**config.mk**
```make
export PLATFORM = sky130hd
export DESIGN_NAME = tff_bank
export DESIGN_NICKNAME = d
export VERILOG_FILES = /design/src/rtl/tff_pkg.sv /design/src/rtl/tff_cell.sv /design/src/rtl/tff_bank.sv
export SDC_FILE = /design/constraint.sdc
export NUM_CORES = 1
export LEC_CHECK = 0
export CORE_MARGIN = 2
export CORE_UTILIZATION = 41
export DETAILED_ROUTE_END_ITERATION = 6
export PLACE_DENSITY = 0.73
export SYNTH_ARGS = -nofsm -noshare
export SYNTH_HDL_FRONTEND = slang
export SYNTH_SLANG_ARGS = --single-unit
```
**constraint.sdc**
```tcl
create_clock -name clk -period 2 [get_ports clk]
set_input_delay 0.4 -clock clk [delete_from_list [all_inputs] [get_ports clk]]
set_output_delay 0.4 -clock clk [all_outputs]
set_load 0.03 [all_outputs]
```
**src/rtl/tff_pkg.sv**
```systemverilog
// Shared types for the T flip-flop bank: operating mode and count direction.
package tff_pkg;

  typedef enum logic {
    TFF_INDEP = 1'b0,
    TFF_COUNT = 1'b1
  } tff_mode_e;

  localparam logic DIR_UP   = 1'b0;
  localparam logic DIR_DOWN = 1'b1;

endpackage : tff_pkg

```
**src/rtl/tff_cell.sv**
```systemverilog
// Single T flip-flop channel with asynchronous reset to a per-bit value and
// synchronous parallel load that takes priority over the toggle request.
module tff_cell (
  input  logic clk,
  input  logic reset,
  input  logic rst_val,
  input  logic load,
  input  logic d,
  input  logic t,
  output logic q
);

  logic q_q;
  logic q_d;

  // Next state: load wins over toggle, otherwise hold.
  always_comb begin
    q_d = q_q;
    if (load) begin
      q_d = d;
    end else if (t) begin
      q_d = ~q_q;
    end
  end

  // State register, cleared to the channel's reset value asynchronously.
  always_ff @(posedge clk or posedge reset) begin
    if (reset) begin
      q_q <= rst_val;
    end else begin
      q_q <= q_d;
    end
  end

  assign q = q_q;

endmodule : tff_cell

```
**src/rtl/tff_bank.sv**
```systemverilog
// WIDTH-channel T flip-flop bank. INDEP mode toggles each bit on its own mask
// bit; COUNT mode chains the bits into a masked binary up/down counter with a
// registered terminal-count pulse on wrap.
// Optional build macro: TFF_BANK_SAT_EN -- COUNT mode saturates instead of
// wrapping; tc then flags every suppressed step.
module tff_bank
  import tff_pkg::*;
#(
  parameter int unsigned      WIDTH     = 8,
  parameter logic [WIDTH-1:0] RESET_VAL = '0
) (
  input  logic             clk,
  input  logic             reset,
  input  logic             en,
  input  tff_mode_e        mode,
  input  logic             dir,
  input  logic [WIDTH-1:0] t,
  input  logic             load,
  input  logic [WIDTH-1:0] load_val,
  output logic [WIDTH-1:0] q,
  output logic             tc
);

  logic [WIDTH-1:0] carry_c;
  logic [WIDTH-1:0] toggle_c;
  logic             end_val_c;
  logic             wrap_c;
  logic             tc_d;
  logic             tc_q;

  // Carry (up) / borrow (down) chain: bit i may step only when every lower
  // bit sits at the rollover value. Masked bits still feed the chain.
  always_comb begin
    carry_c    = '0;
    carry_c[0] = 1'b1;
    for (int i = 1; i < int'(WIDTH); i++) begin
      if (dir == DIR_UP) begin
        carry_c[i] = carry_c[i-1] & q[i-1];
      end else begin
        carry_c[i] = carry_c[i-1] & ~q[i-1];
      end
    end
  end

  // Wrap detect: a full-mask count step from the terminal value.
  always_comb begin
    end_val_c = (dir == DIR_UP) ? (&q) : ~(|q);
    wrap_c    = en & (mode == TFF_COUNT) & (&t) & end_val_c;
  end

  // Per-bit toggle requests handed to the cells; load overrides inside the cell.
  always_comb begin
    toggle_c = '0;
    if (en) begin
      if (mode == TFF_INDEP) begin
        toggle_c = t;
      end else begin
        toggle_c = t & carry_c;
      end
`ifdef TFF_BANK_SAT_EN
      if (wrap_c) begin
        toggle_c = '0;
      end
`endif
    end
  end

  // Terminal count is raised for the cycle after a wrap (or suppressed wrap).
  always_comb begin
    tc_d = 1'b0;
    if (!load) begin
      tc_d = wrap_c;
    end
  end

  // Terminal-count register.
  always_ff @(posedge clk or posedge reset) begin
    if (reset) begin
      tc_q <= 1'b0;
    end else begin
      tc_q <= tc_d;
    end
  end

  assign tc = tc_q;

  // One T flip-flop per channel.
  for (genvar g = 0; g < int'(WIDTH); g++) begin : g_cell
    tff_cell u_cell (
      .clk     (clk),
      .reset   (reset),
      .rst_val (RESET_VAL[g]),
      .load    (load),
      .d       (load_val[g]),
      .t       (toggle_c[g]),
      .q       (q[g])
    );
  end

endmodule : tff_bank

```
* After elaboration in Yosys (flattened, before gate mapping)
Cells that the tools add are included.
Operators by class: multiplexer cells 27, bitwise logic cells 25, reductions and logical operators 11
Operators with widths (count):
- $mux W1 | 25
- $mux W8 | 2
- $reduce_and A8 Y1 | 2
- $reduce_bool A2 Y1 | 8
- $and A1 B1 Y1 | 15
- $not A1 Y1 | 9
- $and A8 B8 Y8 | 1
- $reduce_or A8 Y1 | 1
Storage, ports and cells: flip-flop bits (word level) 9, input bits 22, output and inout bits 9, word-level logic and storage cells 72

* Longest topological paths before layout
word-level depth 19, mapped depth 5

* Least setup slack after synthesis
OpenSTA, ideal clock, no wires.
path kind reg2reg, start point register g_cell[1].u_cell.q_q, end point register g_cell[6].u_cell.q_q, setup time 69 ps, data arrival time 1485 ps, data required time 1931 ps, slack 447 ps, stages on the path, launching flop included 5, buffers on the path 0, cell sequence dfrtp_1 -> nor4_2 -> o2bb2ai_2 -> or4b_1 -> nand3_1
On the way: longest elaborated chain between the ends 15
Ends and longest elaborated chain:
- start: declaration | RTL line tff_cell.sv:13 | logic q_q;
- start signal: assignment | RTL line tff_cell.sv:29 | q_q <= rst_val;
- start signal: assignment | RTL line tff_cell.sv:31 | q_q <= q_d;
- $not A1 Y1 | RTL line tff_bank.sv:40 | carry_c[i] = carry_c[i-1] & ~q[i-1];
- $and A1 B1 Y1 | RTL line tff_bank.sv:40
- $mux W1 (*) | RTL line tff_bank.sv:37 | if (dir == DIR_UP) begin
- $and A1 B1 Y1, on equally long branches | RTL line tff_bank.sv:38, tff_bank.sv:40
- $mux W1 (*) | RTL line tff_bank.sv:37
- $and A1 B1 Y1, on equally long branches | RTL line tff_bank.sv:38, tff_bank.sv:40
- $mux W1 (*) | RTL line tff_bank.sv:37
- $and A1 B1 Y1, on equally long branches | RTL line tff_bank.sv:38, tff_bank.sv:40
- $mux W1 (*) | RTL line tff_bank.sv:37
- $and A1 B1 Y1, on equally long branches | RTL line tff_bank.sv:38, tff_bank.sv:40
- $mux W1 (*) | RTL line tff_bank.sv:37
- $and A8 B8 Y8 (*) | RTL line tff_bank.sv:58 | toggle_c = t & carry_c;
- $mux W8 (*) | RTL line tff_bank.sv:55 | if (mode == TFF_INDEP) begin
- $mux W8 (*) | RTL line tff_bank.sv:54 | if (en) begin
- $reduce_bool A2 Y1 (no line) (*)
- end signal: assignment | RTL line tff_cell.sv:29
- end signal: assignment | RTL line tff_cell.sv:31
- end: declaration | RTL line tff_cell.sv:13
Mark *: on every way between the ends. The rest lies on a longest branch, timed or not. A chain may end at the register's enable or synchronous reset.

* Final worst setup path
start point register g_cell[1].u_cell.q_q, end point output q[1]
RTL lines:
- end: declaration | RTL line tff_bank.sv:20 | output logic [WIDTH-1:0] q,
No word-level cell between the ends.

==> summary.md <==
The tools report the max-slew violation count as 0. The synthesized netlist occupies a cell area of 738 µm². Launch instance of the worst register-to-register path: g_cell[2].u_cell.q.

The final count of hold timing violations is 0, and the post-route minimum period is 1880 ps. The run gives 0 as the number of diodes added for antenna fixing. The aggregate global routing overflow is 0. The count of H-tree levels built during CTS came out at 1. Once the floorplan was initialized, standard cells occupied 43.2% of the core.

The number of different library cells used by synthesis comes to 34. The analysis attributes to cell leakage a power of 0.000434 µW. In the layout the commonest cells are sky130_fd_sc_hd__clkdlybuf4s50_1 (29), sky130_fd_sc_hd__nand2_1 (11), sky130_fd_sc_hd__dfrtp_1 (9).

The number of routed nets with antenna violations is 0, and the combined buffer and inverter count along the critical path is 1. The total global routing track utilization came out at 18.6%. The smallest setup slack after layout was 121 ps. The tools report the row count as 15. The part of the cycle the worst path needs was 93.9%; the global-route wire length before repair was 2820 µm. Data arrives at the worst endpoint at 1480 ps.

The delay of the slowest critical-path stage was 730 ps; the die outline width was 46.4 µm. At the pin with the least slew margin, the transition time is 371 ps. The logs give 1710 µm² for the core area and 0.827 for the placer's final routability congestion estimate. For the final database, setup skew stands at 0.750 ps. Source of the critical timing path: g_cell[1].u_cell.q.

After detailed routing, the number of vias per cell comes to 5.50. Max-cap violations in this run came to 0. The layout overhead on the synthesized area works out to 44.7%.

The tightest min-delay check is of the input pin to asynchronous set/reset pin type. The startpoint-to-endpoint class of the critical path was flop to output port. The flip-flop and latch count after synthesis is 9.

The number of top-level design ports came out at 31. The tools report the fill cell total of the finished layout as 145. In the synthesized netlist, the number of instances is 88.

Setup repair after global routing left no endpoint under its margin. The run finished with clean final reports. The via count of the first global-routing pass was 665. The setup slack of the worst register-to-register path is 260 ps, and the worst slew margin relative to its limit is 75.1%. Maximum clock insertion buffer count: 2.

The detail-routed net length per standard cell came out at 13.1 µm. The die outline area came out at 2160 µm². On the critical path the largest part of the delay comes from buffers and inverters.

The largest net degree at the start of global routing is 11, and the latest clock arrival within the worst-skew pair is 250 ps. At the end of the flow, the number of nets in the layout was 141. The tools report the sequential-to-total area share from yosys stat as 30.5%. The synthesized area per cell works out to 8.39 µm².

The library cell used most frequently in the layout, excluding fill and tap cells, is sky130_fd_sc_hd__clkdlybuf4s50_1. The critical path goes through clkdlybuf4s50_1. The DRC violations left is 0. Static timing analysis puts the maximum clock frequency at 532 MHz.

The tools report the post-detailed-routing wire length as 1870 µm. The worst-case vdd ir drop was 0.289 mV; the maximum net fanout on the critical path was 7. The worst setup path is launched from a flop.

In this run, CTS created clock tree buffers numbering 3. The sort of element at the end of the critical path was an output port. The number of warning messages in the yosys log is 0, and the die span in y is 46.4 µm. Data on the critical path is required at its endpoint by 1600 ps. At the placement stage, the worst setup path has a slack of -191 ps. Detailed placement ended at an HPWL of 1510 µm. The count of input and output buffers came out at 30. The final-layout setup total negative slack is 0 ps. Slowest cell on the critical path: sky130_fd_sc_hd__clkdlybuf4s50_1. Of the cells placed in the final design, the portion with a size suffix greater than 1 is 10.2%.

Power spread over the standard cell area amounts to 570 nW/µm². Clock-pin slew was measured on the worst setup and hold paths at 70 ps. The tools report the initial antenna violation count as 0. Count of endpoints failing setup in the final report: 0.

TritonCTS built the clock tree. The total nets after synthesis was 110; the routed via count was 787. The clock net in this run drives a total of 9 sinks.

The first detailed-routing pass took 4 iterations. The run gives 11 as the number of violations reported at the end of detailed-routing iteration 0. Clock tree synthesis selected as its root buffer the cell sky130_fd_sc_hd__clkbuf_4.
final cells by class:
type                            instances  area (µm²)  area share [%]
Timing Repair Buffer                   36         348            32.6
Tap cell                               25        31.3            2.93
Inverter                                4        15.0            1.41
Multi-Input combinational cell         65         423            39.6
Sequential cell                         9         225            21.1
Clock buffer                            4        26.3            2.46
synth_stat cells:
cell type | count | area [µm²]
sky130_fd_sc_hd__nor4_1 | 2 | 12.5
sky130_fd_sc_hd__o2bb2ai_2 | 1 | 15.0
sky130_fd_sc_hd__xor2_1 | 4 | 35.0
sky130_fd_sc_hd__or4_1 | 4 | 30.0
sky130_fd_sc_hd__nand3_1 | 4 | 20.0
sky130_fd_sc_hd__a31oi_1 | 3 | 18.8
sky130_fd_sc_hd__nor2_1 | 6 | 22.5
sky130_fd_sc_hd__xnor2_1 | 1 | 8.76
sky130_fd_sc_hd__nand2b_1 | 2 | 12.5
sky130_fd_sc_hd__a2bb2oi_1 | 1 | 8.76
sky130_fd_sc_hd__o311ai_0 | 1 | 8.76
sky130_fd_sc_hd__o21ai_2 | 1 | 8.76
sky130_fd_sc_hd__nand4_1 | 4 | 25.0
sky130_fd_sc_hd__o211a_1 | 1 | 10.0
sky130_fd_sc_hd__a41oi_1 | 1 | 8.76
sky130_fd_sc_hd__a221o_1 | 1 | 10.0
sky130_fd_sc_hd__o21ai_0 | 3 | 15.0
sky130_fd_sc_hd__or4b_1 | 1 | 10.0
sky130_fd_sc_hd__and2b_1 | 1 | 7.51
sky130_fd_sc_hd__nor3_1 | 1 | 5.00
sky130_fd_sc_hd__dfrtp_1 | 9 | 225
sky130_fd_sc_hd__o31ai_1 | 2 | 15.0
sky130_fd_sc_hd__nor2b_1 | 1 | 6.26
sky130_fd_sc_hd__a21o_1 | 1 | 7.51
sky130_fd_sc_hd__clkbuf_1 | 1 | 3.75
sky130_fd_sc_hd__nand3b_1 | 1 | 7.51
sky130_fd_sc_hd__inv_1 | 4 | 15.0
sky130_fd_sc_hd__a221oi_1 | 1 | 8.76
sky130_fd_sc_hd__nand2_1 | 11 | 41.3
sky130_fd_sc_hd__buf_6 | 1 | 11.3
sky130_fd_sc_hd__and4_1 | 1 | 8.76
sky130_fd_sc_hd__o211ai_1 | 3 | 22.5
sky130_fd_sc_hd__nor4_2 | 1 | 12.5
sky130_fd_sc_hd__buf_4 | 8 | 60.1
state kept, by name, summed over array words and instances, names as in the netlist:
register         flops
g_cell.u_cell.q      8
tc                   1
power breakdown:
| part | leakage, µW | total (µW) | internal, µW | switching, µW |
|---|---|---|---|---|
| clock network | 0.0000150 | 142 | 76.9 | 65.1 |
| logic | 0.000310 | 231 | 119 | 112 |
| registers | 0.000109 | 237 | 200 | 36.1 |
| total | 0.000434 | 609 | 396 | 213 |
layer usage:
layer / global-route usage [%] / wire (µm) / vias to the layer above / share of wire (%)
met5: 0 / 0 / - / 0
met4: 6.86 / 19 / 0 / 1.0
met3: 2.75 / 83 / 2 / 4.4
met2: 31.1 / 952 / 25 / 51
met1: 24.0 / 815 / 373 / 44
li1: - / - / 387 / -
final timing paths:
kind / end / cells after the start
worst max-delay path: q[1] / 1
worst min-delay path: g_cell[0].u_cell.q / 2
max in group asynchronous: g_cell[7].u_cell.q / 2
min in group clk: g_cell[7].u_cell.q / 2
worst min register to register: g_cell[7].u_cell.q / 2
worst max register to register: g_cell[5].u_cell.q / 4
cell families (layout without fill, tap and decap cells):
family                    count (synthesis)  after routing  share of synthesized area, %
DFF                                       9              9                          30.5
and+or+nand+nor                          40             40                          30.0
buffers and inverters                    14             44                          12.2
xor gates and xnor gates                  5              5                          5.93
AOI/OAI and AO/OA                        20             20                          21.4
timing repair:
item | CTS | global route
hold buffers | 0 | 0
buffers inserted | 0 | 0
endpoints found under the setup margin | 0 | 2
gates resized for setup | 0 | 1
through the flow:
stage          hold slack (ps)  cells  power (µW)  util, %  instance area (µm²)
6_report                   414    143         609     62.6                 1070
5_1_grt                    441    143         648     62.6                 1070
4_1_cts                    429    143         614     62.4                 1070
3_5_place_dp               601    139         470     60.9                 1040
3_3_place_gp               602    139         466     60.9                 1040
2_1_floorplan              228     88         377        -                  738
Power figures use the tool's default switching activity.
